$ cat config.mk
export PLATFORM = sky130hd
export DESIGN_NAME = fnd_scan_ctrl
export DESIGN_NICKNAME = d
export VERILOG_FILES = /design/src/rtl/fnd_scan_ctrl.sv
export SDC_FILE = /design/constraint.sdc
export NUM_CORES = 1
export LEC_CHECK = 0
export CAP_MARGIN = 20
export CELL_PAD_IN_SITES_DETAIL_PLACEMENT = 0
export CELL_PAD_IN_SITES_GLOBAL_PLACEMENT = 2
export CORE_AREA = 2 2 120 122
export CTS_BUF_LIST = sky130_fd_sc_hd__clkbuf_4
export CTS_CLUSTER_DIAMETER = 60
export DETAILED_ROUTE_END_ITERATION = 12
export DIE_AREA = 0 0 122 124
export PLACE_DENSITY = 0.61
export SYNTH_ARGS = -nofsm -noshare
export SYNTH_HDL_FRONTEND = slang
export SYNTH_SLANG_ARGS = --single-unit
$ cat constraint.sdc
create_clock -name clk_wiz -period 5.2 [get_ports clk_wiz]
set_input_delay 0.78 -clock clk_wiz [delete_from_list [all_inputs] [get_ports clk_wiz]]
set_output_delay 0.78 -clock clk_wiz [all_outputs]
set_load 0.05 [all_outputs]
$ cat src/rtl/fnd_scan_ctrl.sv
// rtl/fnd_scan_ctrl.sv - 4-digit FND scan scheduler with guard blanking and frame-aligned updates.
// Optional brightness dimming is enabled with `define FND_DIM_EN.
module fnd_scan_ctrl #(
    parameter int         DWELL_CYC = 5000,
    parameter int         BLANK_CYC = 50,
    parameter logic [7:0] SEG_BLANK = 8'hFF
) (
    input  logic        clk_wiz,
    input  logic        rst,
    input  logic        upd_valid,
    output logic        upd_ready,
    input  logic [31:0] upd_data,
    input  logic [3:0]  digit_en,
`ifdef FND_DIM_EN
    input  logic [3:0]  brightness,
`endif
    output logic [7:0]  seg_out,
    output logic [3:0]  dig_sel,
    output logic        frame_start
);

    localparam int CNT_MAX = (DWELL_CYC > BLANK_CYC) ? DWELL_CYC : BLANK_CYC;
    localparam int CW      = (CNT_MAX > 1) ? $clog2(CNT_MAX) : 1;

    typedef enum logic {
        ST_BLANK = 1'b0,
        ST_SHOW  = 1'b1
    } state_t;

    state_t        state_q, state_d;
    logic [1:0]    idx_q, idx_d;
    logic [CW-1:0] cnt_q, cnt_d;
    logic          en_q, en_d;
    logic [31:0]   shadow_q, shadow_d;
    logic [31:0]   pend_data_q, pend_data_d;
    logic          pend_q, pend_d;
    logic          upd_ready_q, upd_ready_d;
    logic [7:0]    seg_q, seg_d;
    logic [3:0]    dig_q, dig_d;
    logic          fs_q, fs_d;
    logic          lit;
`ifdef FND_DIM_EN
    logic [3:0]    phase_q, phase_d;
`endif

    always_comb begin
        state_d     = state_q;
        idx_d       = idx_q;
        cnt_d       = cnt_q;
        en_d        = en_q;
        shadow_d    = shadow_q;
        pend_data_d = pend_data_q;
        pend_d      = pend_q;
        upd_ready_d = upd_ready_q;
        seg_d       = SEG_BLANK;
        dig_d       = 4'b0000;
        lit         = 1'b0;
`ifdef FND_DIM_EN
        phase_d     = phase_q + 4'd1;
`endif

        unique case (state_q)
            ST_BLANK: begin
                if (cnt_q == CW'(BLANK_CYC - 1)) begin
                    state_d = ST_SHOW;
                    cnt_d   = '0;
                    en_d    = digit_en[idx_q];
                end else begin
                    cnt_d = cnt_q + CW'(1);
                end
            end
            ST_SHOW: begin
                if (cnt_q == CW'(DWELL_CYC - 1)) begin
                    state_d = ST_BLANK;
                    cnt_d   = '0;
                    idx_d   = idx_q + 2'd1;
                end else begin
                    cnt_d = cnt_q + CW'(1);
                end
            end
            default: state_d = ST_BLANK;
        endcase

        // Output registers present the position held in the sequencer this cycle.
        fs_d = (state_q == ST_BLANK) && (idx_q == 2'd0) && (cnt_q == '0);
        lit  = (state_q == ST_SHOW) && en_q;
`ifdef FND_DIM_EN
        lit  = lit && ((brightness == 4'hF) || (phase_q < brightness));
`endif
        if (lit) begin
            dig_d = 4'b0001 << idx_q;
            seg_d = shadow_q[{idx_q, 3'b000} +: 8];
        end

        // fs_q marks the visible frame boundary; commit uses the flag as it stood then.
        if (fs_q && pend_q) begin
            shadow_d    = pend_data_q;
            pend_d      = 1'b0;
            upd_ready_d = 1'b1;
        end else if (upd_valid && upd_ready_q) begin
            pend_data_d = upd_data;
            pend_d      = 1'b1;
            upd_ready_d = 1'b0;
        end
    end

    always_ff @(posedge clk_wiz or posedge rst) begin
        if (rst) begin
            state_q     <= ST_BLANK;
            idx_q       <= 2'd0;
            cnt_q       <= '0;
            en_q        <= 1'b0;
            shadow_q    <= {4{SEG_BLANK}};
            pend_data_q <= {4{SEG_BLANK}};
            pend_q      <= 1'b0;
            upd_ready_q <= 1'b1;
            seg_q       <= SEG_BLANK;
            dig_q       <= 4'b0000;
            fs_q        <= 1'b0;
`ifdef FND_DIM_EN
            phase_q     <= 4'd0;
`endif
        end else begin
            state_q     <= state_d;
            idx_q       <= idx_d;
            cnt_q       <= cnt_d;
            en_q        <= en_d;
            shadow_q    <= shadow_d;
            pend_data_q <= pend_data_d;
            pend_q      <= pend_d;
            upd_ready_q <= upd_ready_d;
            seg_q       <= seg_d;
            dig_q       <= dig_d;
            fs_q        <= fs_d;
`ifdef FND_DIM_EN
            phase_q     <= phase_d;
`endif
        end
    end

    assign upd_ready   = upd_ready_q;
    assign seg_out     = seg_q;
    assign dig_sel     = dig_q;
    assign frame_start = fs_q;

endmodule

After elaboration in Yosys (flattened, before gate mapping)
Cells that the tools add are included. Widths: inputs -> output; s select.

Input port bits: 39. Flip-flop bits (word level): 96. Output and inout port bits: 14.

Eq/ne operators: 2. Shifts and indexed selects: 2. Mux-type cells: 14. Magnitude comparators: 1. Bitwise gates (word level): 2. Reductions and logical operators: 11. Add/subtract/negate cells: 2.

Operator list (count): $shiftx 32x6->8 (1); $mux 13 (2); $pmux 13 s2 (1); $add 13x1->13 const B (1); $eq 13x13->1 const B (1); $eq 13x6->1 const B (1); $logic_not 13->1 (1); $mux 8 (1); $mux 1 (7); $reduce_and 2->1 (3); $logic_and 1x1->1 (5); $mux 4 (1); $shl 1x2->4 const A (1); $lt 2x3->1 const B (1); $add 2x1->2 const B (1); $bmux 1 s2 (1); $logic_not 2->1 (1); $not 1->1 (2); $pmux 1 s2 (1); $reduce_bool 2->1 (1).

Logic depth before layout (Yosys ltp)
Gate-level depths: netlist of run 1.

Depth in word-level cells: 3. Gate-level depth with buffers: 6.

Worst setup path before layout of run 1
OpenSTA, ideal clock, no wires.

Kind: reg2reg. Start point: reg cnt_q[10]. End point: reg en_q. Stages on the path, launching flop included: 5. Path buffers: 0. Arrival time: 1.929 ns. Required time: 5.075 ns. Setup slack: 3.146 ns. Clock period less this slack: 2.054 ns. Path through: dfrtp_1 -> or4_4 -> or4_4 -> or2_1 -> mux2_4.

Longest elaborated chain between the ends: 2.

Ends and longest elaborated chain: start: declaration (line 32) `logic [CW-1:0] cnt_q, cnt_d;`; start signal: assignment (line 126) `cnt_q <= cnt_d;`; $eq 13x6->1 (line 64) `if (cnt_q == CW'(BLANK_CYC - 1)) begin`; $reduce_and 2->1 (no source line); end signal: assignment (line 127) `en_q <= en_d;`; end: declaration (line 33) `logic en_q, en_d;`.

Every way passes these cells. A chain may end at the register's enable or synchronous reset.

Final worst setup path of run 1
Start point: reg fs_q (netlist: frame_start). End point: out frame_start.

RTL lines: start: declaration (line 40) `logic fs_q, fs_d;`; start signal: assignment (line 134) `fs_q <= fs_d;`; end: declaration (line 19) `output logic frame_start`.

No word-level cell between the ends.

==> insert_results.sql, run 1 <==
INSERT INTO impl_metrics (metric_group, metric, value, unit) VALUES
('synth', 'netlist.top_cell.by_area', 'sky130_fd_sc_hd__dfstp_2', ''),
('critical_path', 'setup.worst_path.class', 'reg -> out', ''),
('critical_path', 'delay_heaviest_family_cp', 'buffers and inverters', ''),
('cells_and_area', 'nets', '368', ''),
('timing', 'max_slew_margin_vs_limit', '45.8', '%'),
('synth', 'post_synth.cell_area_avg', '15.2', 'um2'),
('synth', 'mappedNetlistNets', '312', ''),
('clocking', 'postCtsSetupBuffers', '0', ''),
('global_routing', 'number_of_global_route_vias_before_repair', '2296', ''),
('clocking', 'cts.htree.levels', '3', ''),
('global_routing', 'grt_start_max_net_pins', '57', ''),
('placed_design', 'gp_routability_congestion', '0.691', ''),
('timing', 'timing_worst_slew_pin_value', '0.813', 'ns'),
('placed_design', 'final_hpwl_dp', '5.08', 'mm'),
('cells_and_area', 'post_layout_nonfiller_instances', '506', ''),
('timing', 'hold_viol', '0', ''),
('timing', 'finClkSkew', '0.0117', 'ns'),
('synth', 'synth.lib_cells_used.distinct', '30', ''),
('outcome', 'status', 'completed', ''),
('clocking', 'ctsResizeCount', '0', ''),
('critical_path', 'cp-end-kind', 'primary output', ''),
('critical_path', 'path_depth', '1', ''),
('critical_path', 'critical_path.max_stage_delay', '0.87', 'ns'),
('critical_path', 'cp_data_arrival_time', '1.81', 'ns'),
('timing', 'setup_violations', '0', ''),
('critical_path', 'worst-path-max-fanout', '4', ''),
('power', 'pwr_density_cell', '268', 'nW/um2'),
('synth', 'synth.top_cells.by_count', '73 x sky130_fd_sc_hd__dfstp_2, 65 x sky130_fd_sc_hd__mux2_2, 23 x sky130_fd_sc_hd__dfrtp_1', ''),
('synth', 'synth-edff-count', '0', ''),
('clocking', 'cts_hold_buffers', '0', ''),
('placed_design', 'pre_cts_slack', '2.68', 'ns'),
('cells_and_area', 'final-seq-area', '2490', 'um2'),
('critical_path', 'critical_path_required', '4.42', 'ns'),
('die', 'floorplan.die_area', '15100', 'um2'),
('clocking', 'cts_num_sinks', '96', ''),
('synth', 'synth.most_common_cell', 'sky130_fd_sc_hd__dfstp_2', ''),
('timing', 'final_report_max_slew_violation_count', '0', ''),
('cells_and_area', 'multi_input_area', '1490', 'um2'),
('route', 'final_antenna_net_count', '0', ''),
('timing', 'final_min_period_over_clock_period', '49.7', '%'),
('timing', 'period_needed', '2.59', 'ns'),
('die', 'rows', '43', ''),
('clocking', 'tritoncts.num_buffers', '9', ''),
('synth', 'ys.warnings.count', '0', ''),
('flow_run', 'timing.max_cap.violations', '0', ''),
('synth', 'postSynthCellCount', '266', ''),
('clocking', 'cts_tree', 'yes', ''),
('timing', 'postLayoutSetupSlackWorst', '2.61', 'ns'),
('placed_design', 'post_dp_cell_area', '4800', 'um2'),
('power', 'totalPowerFinal', '1320', 'uW'),
('timing', 'rsz0062_at_grt', 'no', ''),
('synth', 'mappedNetlistArea', '4040', 'um2'),
('placed_design', 'dp.cells', '491', ''),
('die', 'design.core.area', '13700', 'um2'),
('die', 'ioPinCount', '53', ''),
('die', 'vert_die_dim', '124', 'um'),
('route', 'dr.first_iter.drc_count', '79', ''),
('die', 'start_util', '29.4', '%'),
('cells_and_area', 'final_layout_size_suffix_gt1_share', '55.1', '%'),
('die', 'die_width', '122', 'um'),
('critical_path', 'crit_path_start_kind', 'flip-flop', ''),
('clocking', 'worst_setup_hold_path_clk_slew', '0.14', 'ns'),
('route', 'detailroute.via_count', '2210', ''),
('route', 'drc_errors', '0', ''),
('placed_design', 'io_buffers', '52', ''),
('critical_path', 'timing.critical_path.slowest_stage_cell', 'sky130_fd_sc_hd__clkdlybuf4s50_1', ''),
('power', 'power.ir.vdd_worst', '0.0000843', 'V'),
('timing', 'max_freq', '387', 'MHz'),
('route', 'post_drt_via_cell_ratio', '4.37', ''),
('synth', 'dominantRegCellSynth', 'sky130_fd_sc_hd__dfstp_2', ''),
('power', 'power_leakage', '0.00195', 'uW');
sequential cells by signal (all words and copies together), names as in the netlist:
register / flops
pend_data_q: 32
shadow_q: 32
cnt_q: 13
seg_out: 8
dig_sel: 4
idx_q: 2
en_q: 1
frame_start: 1
pend_q: 1
state_q: 1
upd_ready: 1
layer usage:
| layer | GRT usage (%) | wire length, um | vias up |
|---|---|---|---|
| li1 | - | - | 1054 |
| met1 | 14.4 | 3530 | 1107 |
| met2 | 16.8 | 3590 | 39 |
| met3 | 1.92 | 245 | 10 |
| met4 | 6.03 | 143 | 0 |
| met5 | 0 | 0 | - |
cells in the final DEF, fill, tap and decap left out:
master	synthesis	layout
sky130_fd_sc_hd__nor2b_1	1	1
sky130_fd_sc_hd__xor2_1	7	7
sky130_fd_sc_hd__xnor2_1	5	5
sky130_fd_sc_hd__and4_1	1	1
sky130_fd_sc_hd__a21oi_4	0	1
sky130_fd_sc_hd__mux2i_1	1	1
sky130_fd_sc_hd__a21oi_2	1	1
sky130_fd_sc_hd__ha_1	7	7
sky130_fd_sc_hd__dfstp_2	73	73
sky130_fd_sc_hd__and3_2	1	1
sky130_fd_sc_hd__nor2_1	9	9
sky130_fd_sc_hd__diode_2	0	1
sky130_fd_sc_hd__o21ai_0	2	2
sky130_fd_sc_hd__mux2_2	65	65
sky130_fd_sc_hd__mux4_2	9	9
sky130_fd_sc_hd__inv_1	7	6
sky130_fd_sc_hd__nand4_1	5	5
sky130_fd_sc_hd__or4_1	3	3
sky130_fd_sc_hd__nand2_1	9	9
sky130_fd_sc_hd__buf_16	0	1
sky130_fd_sc_hd__clkinv_4	0	1
sky130_fd_sc_hd__nor3_1	1	1
sky130_fd_sc_hd__and3_1	7	7
sky130_fd_sc_hd__clkdlybuf4s50_1	0	52
sky130_fd_sc_hd__mux2_4	1	1
sky130_fd_sc_hd__clkbuf_4	0	10
sky130_fd_sc_hd__dfrtp_1	23	23
sky130_fd_sc_hd__or4_4	2	2
sky130_fd_sc_hd__nand3_1	4	4
sky130_fd_sc_hd__or2_2	9	9
sky130_fd_sc_hd__inv_4	0	1
sky130_fd_sc_hd__clkinv_2	0	1
sky130_fd_sc_hd__bufinv_16	0	1
sky130_fd_sc_hd__buf_4	0	2
sky130_fd_sc_hd__clkinv_1	0	1
sky130_fd_sc_hd__or2_1	1	1
sky130_fd_sc_hd__nor4_1	1	1
final cells by class:
cell class                      instances  area share (%)
Tap cell                              180            4.57
Sequential cell                        96            50.6
Timing Repair Buffer                   55            11.4
Inverter                                7           0.584
Antenna cell                            1          0.0508
Clock inverter                          4           0.965
Multi-Input combinational cell        153            30.3
Clock buffer                           10            1.52
worst paths after layout:
| check | from | slack [ns] | endpoint |
|---|---|---|---|
| min in group asynchronous | rst | 0.73 | dig_sel[3]$_DFF_PP0_ |
| setup reg to reg | cnt_q[10]$_DFF_PP0_ | 3.08 | en_q$_DFFE_PP0P_ |
| hold / removal | upd_ready$_DFFE_PP1P_ | 0.51 | upd_ready$_DFFE_PP1P_ |
| max in group asynchronous | rst | 3.40 | idx_q[0]$_DFFE_PP0P_ |
| setup / recovery | frame_start$_DFF_PP0_ | 2.61 | frame_start |
| hold reg to reg | upd_ready$_DFFE_PP1P_ | 0.51 | upd_ready$_DFFE_PP1P_ |
kinds of logic (layout without fill, tap and decap cells):
family                   count (synthesis)  count (layout)  share of synthesized area [%]
AO/OA/AOI/OAI                            4               4                          0.589
XOR/XNOR                                12              12                           2.60
adder cells (fa/ha/maj)                  7               7                           2.17
buffers and inverters                   17              76                           1.61
flip-flops                              96              96                           61.7
multiplexers                            76              76                           23.8
other                                    0               1                              0
AND/OR/NAND/NOR                         54              54                           7.53
through the flow:
stage / util, % / hold slack [ns]
2_1_floorplan: - / 0.460
3_3_place_gp: 34.8 / 0.488
3_5_place_dp: 35.0 / 0.485
4_1_cts: 35.9 / 0.506
5_1_grt: 35.9 / 0.524
6_report: 35.9 / 0.507
where the power goes:
part	total (uW)	internal, uW	switching [uW]
registers	849	826	22.8
clock network	379	146	233
logic	93.3	62.0	31.2
total	1320	1030	287
Power figures use the tool's default switching activity.
==> run 2: changes to the inputs <==
- clock period: 5.2 -> 2.6 ns (I/O delays scaled with it)
==> insert_results.sql, run 2 (synthesis results as in run 1) <==
INSERT INTO impl_metrics (metric_group, metric, value, unit) VALUES
('outcome', 'status', 'completed', ''),
('clocking', 'cts_tree', 'yes', ''),
('power', 'cell_internal_pwr', '1970', 'uW'),
('die', 'ioPinCount', '53', ''),
('critical_path', 'worst-path-max-fanout', '1', ''),
('critical_path', 'timing.reg2reg.worst_path_depth', '4', ''),
('timing', 'final_min_period_over_clock_period', '85.1', '%'),
('cells_and_area', 'final_cell_mix', '73 x sky130_fd_sc_hd__dfstp_2, 65 x sky130_fd_sc_hd__mux2_2, 52 x sky130_fd_sc_hd__clkdlybuf4s50_1, 23 x sky130_fd_sc_hd__dfrtp_1', ''),
('critical_path', 'critical_path_required', '2.21', 'ns'),
('clocking', 'cts.htree.levels', '3', ''),
('critical_path', 'crit_path_cell_trace', 'clkdlybuf4s50_1', ''),
('cells_and_area', 'mostFrequentLayoutCell', 'sky130_fd_sc_hd__dfstp_2', ''),
('critical_path', 'crit_path_start_kind', 'flip-flop', ''),
('critical_path', 'startpoint', 'seg_out[6]$_DFF_PP1_', ''),
('power', 'pwr_density_cell', '525', 'nW/um2'),
('cells_and_area', 'nets', '369', ''),
('timing', 'hold_viol', '0', ''),
('die', 'die_width', '122', 'um'),
('route', 'drc_errors', '0', ''),
('cells_and_area', 'multi_input_area', '1490', 'um2'),
('critical_path', 'timing.critical_path.slowest_stage_cell', 'sky130_fd_sc_hd__clkdlybuf4s50_1', ''),
('power', 'share_clk_of_total_power', '27.3', '%'),
('cells_and_area', 'syn_to_final_growth', '22.1', '%'),
('cells_and_area', 'largestRegisters', 'pend_data_q x32, shadow_q x32, cnt_q x13', ''),
('clocking', 'clock_insertion_delay_worst_skew', '0.45', 'ns'),
('placed_design', 'post_dp_cell_area', '4820', 'um2'),
('global_routing', 'grt_start_max_net_pins', '97', ''),
('route', 'detail_route.wirelength', '7.33', 'mm'),
('critical_path', 'critical_path.max_stage_delay', '0.81', 'ns'),
('global_routing', 'antenna_found_initial', '1', ''),
('placed_design', 'io_buffers', '52', ''),
('die', 'vert_die_dim', '124', 'um'),
('timing', 'final_report_max_slew_violation_count', '0', ''),
('global_routing', 'number_of_global_route_vias_before_repair', '2247', ''),
('power', 'pwr-share-comb', '7.2', '%'),
('timing', 'timing_worst_slew_pin_value', '0.601', 'ns'),
('timing', 'max_freq', '452', 'MHz'),
('clocking', 'clockBufferDepth', '2', ''),
('route', 'final_antenna_net_count', '0', ''),
('cells_and_area', 'final_layout_size_suffix_gt1_share', '55.2', '%'),
('hold_path', 'worst_hold_path_type', 'in -> async', ''),
('clocking', 'tritoncts.num_buffers', '9', ''),
('clocking', 'cts_num_sinks', '96', ''),
('power', 'net_switching_share_of_the_total_power', '23.8', '%'),
('power', 'sw_pwr', '617', 'uW'),
('route', 'drt_pre_antenna_iters', '4', ''),
('route', 'detailroute.via_count', '2241', ''),
('critical_path', 'critical_path.reg2reg.startpoint', 'state_q$_DFF_PP0_', ''),
('route', 'post_drt_via_cell_ratio', '4.40', ''),
('clocking', 'cts_hold_buffers', '0', ''),
('route', 'dr.first_iter.drc_count', '119', ''),
('clocking', 'postCtsSetupBuffers', '0', ''),
('critical_path', 'critPathBufInv', '1', ''),
('die', 'start_util', '29.4', '%'),
('critical_path', 'cp_data_arrival_time', '1.82', 'ns'),
('placed_design', 'gp_routability_congestion', '0.742', ''),
('power', 'power_leakage', '0.00194', 'uW'),
('clocking', 'ctsResizeCount', '0', ''),
('critical_path', 'setup.worst_path.class', 'reg -> out', ''),
('die', 'design.core.area', '13700', 'um2'),
('die', 'floorplan.die_area', '15100', 'um2'),
('global_routing', 'globalRouteOverflowTotal', '0', ''),
('timing', 'setup_violations', '0', ''),
('global_routing', 'track_usage', '10.6', '%'),
('clocking', 'worst_setup_hold_path_clk_slew', '0.15', 'ns'),
('timing', 'finClkSkew', '0.0125', 'ns'),
('critical_path', 'setup.reg_to_reg.worst_slack', '0.46', 'ns'),
('power', 'power.ir.vdd_worst', '0.000171', 'V'),
('power', 'power_frac_seq', '65.5', '%'),
('timing', 'rsz0062_at_grt', 'no', ''),
('timing', 'tns', '0', 'ns'),
('cells_and_area', 'final_cell_area', '4930', 'um2'),
('clocking', 'clock_tree.root_cell', 'sky130_fd_sc_hd__clkbuf_4', ''),
('placed_design', 'final_hpwl_dp', '4.75', 'mm'),
('critical_path', 'delay_heaviest_family_cp', 'buffers and inverters', ''),
('timing', 'max_slew_margin_vs_limit', '59.9', '%'),
('timing', 'period_needed', '2.21', 'ns'),
('critical_path', 'worstReg2RegEnd', 'cnt_q[1]$_DFF_PP0_', ''),
('route', 'avgRoutedWirePerCell', '14.4', 'um'),
('cells_and_area', 'fillCellCount', '1348', ''),
('global_routing', 'grt_first_pass_wirelength', '11.9', 'mm'),
('die', 'rows', '43', ''),
('critical_path', 'cp-end-kind', 'primary output', ''),
('flow_run', 'timing.max_cap.violations', '0', ''),
('cells_and_area', 'final-seq-area', '2490', 'um2');
[run 2: power by group through the flow]
stage / Clock [uW] / Sequential [uW] / Combinational [uW]
6_report: 707 / 1700 / 186
2_1_floorplan: 0 / 1700 / 112
3_3_place_gp: 0 / 1720 / 187
3_5_place_dp: 0 / 1720 / 192
5_1_grt: 824 / 1710 / 204
4_1_cts: 770 / 1700 / 192
[run 2: stage by stage]
step	hold slack [ns]	power, uW	utilization, %	setup slack (ns)	std cells
final	0.406	2590	35.9	0.387	509
after global routing	0.423	2740	35.9	0.281	509
after CTS	0.412	2660	35.9	0.340	508
after detailed placement	0.482	1920	35.1	0.471	492
after global placement	0.479	1910	35.1	0.479	492
after floorplan	0.453	1820	-	0.546	266
[run 2: worst max-delay path by stage]
stage | to | slack, ns | cells past startpoint
finish | seg_out[6] | 0.39 | 1
global route | cnt_q[2]$_DFF_PP0_ | 0.28 | 4
CTS | seg_out[6] | 0.34 | 1
detailed placement | cnt_q[5]$_DFF_PP0_ | 0.47 | 4
global placement | cnt_q[7]$_DFF_PP0_ | 0.48 | 4
floorplan | en_q$_DFFE_PP0P_ | 0.55 | 4
[run 2: layout make-up]
class / instances / area share (%)
clock buffers: 9 / 1.37
inverters: 7 / 0.609
flip-flops and latches: 96 / 50.6
repair buffers: 56 / 11.7
well taps: 180 / 4.57
clock inverters: 7 / 0.913
multi-input cells: 153 / 30.2
diodes: 1 / 0.0507
[run 2: tightest hold or removal path, delay by kind of cell]
kind / cells / cell delay [ns]
buffers and inverters: 3 / 0.91
[run 2: layer usage]
metal	routed length, um	global-route usage (%)	vias to the layer above
met1	3330	14.0	1126
met3	356	2.38	12
met5	0	0	-
met4	172	6.03	0
met2	3470	16.2	45
li1	-	-	1058
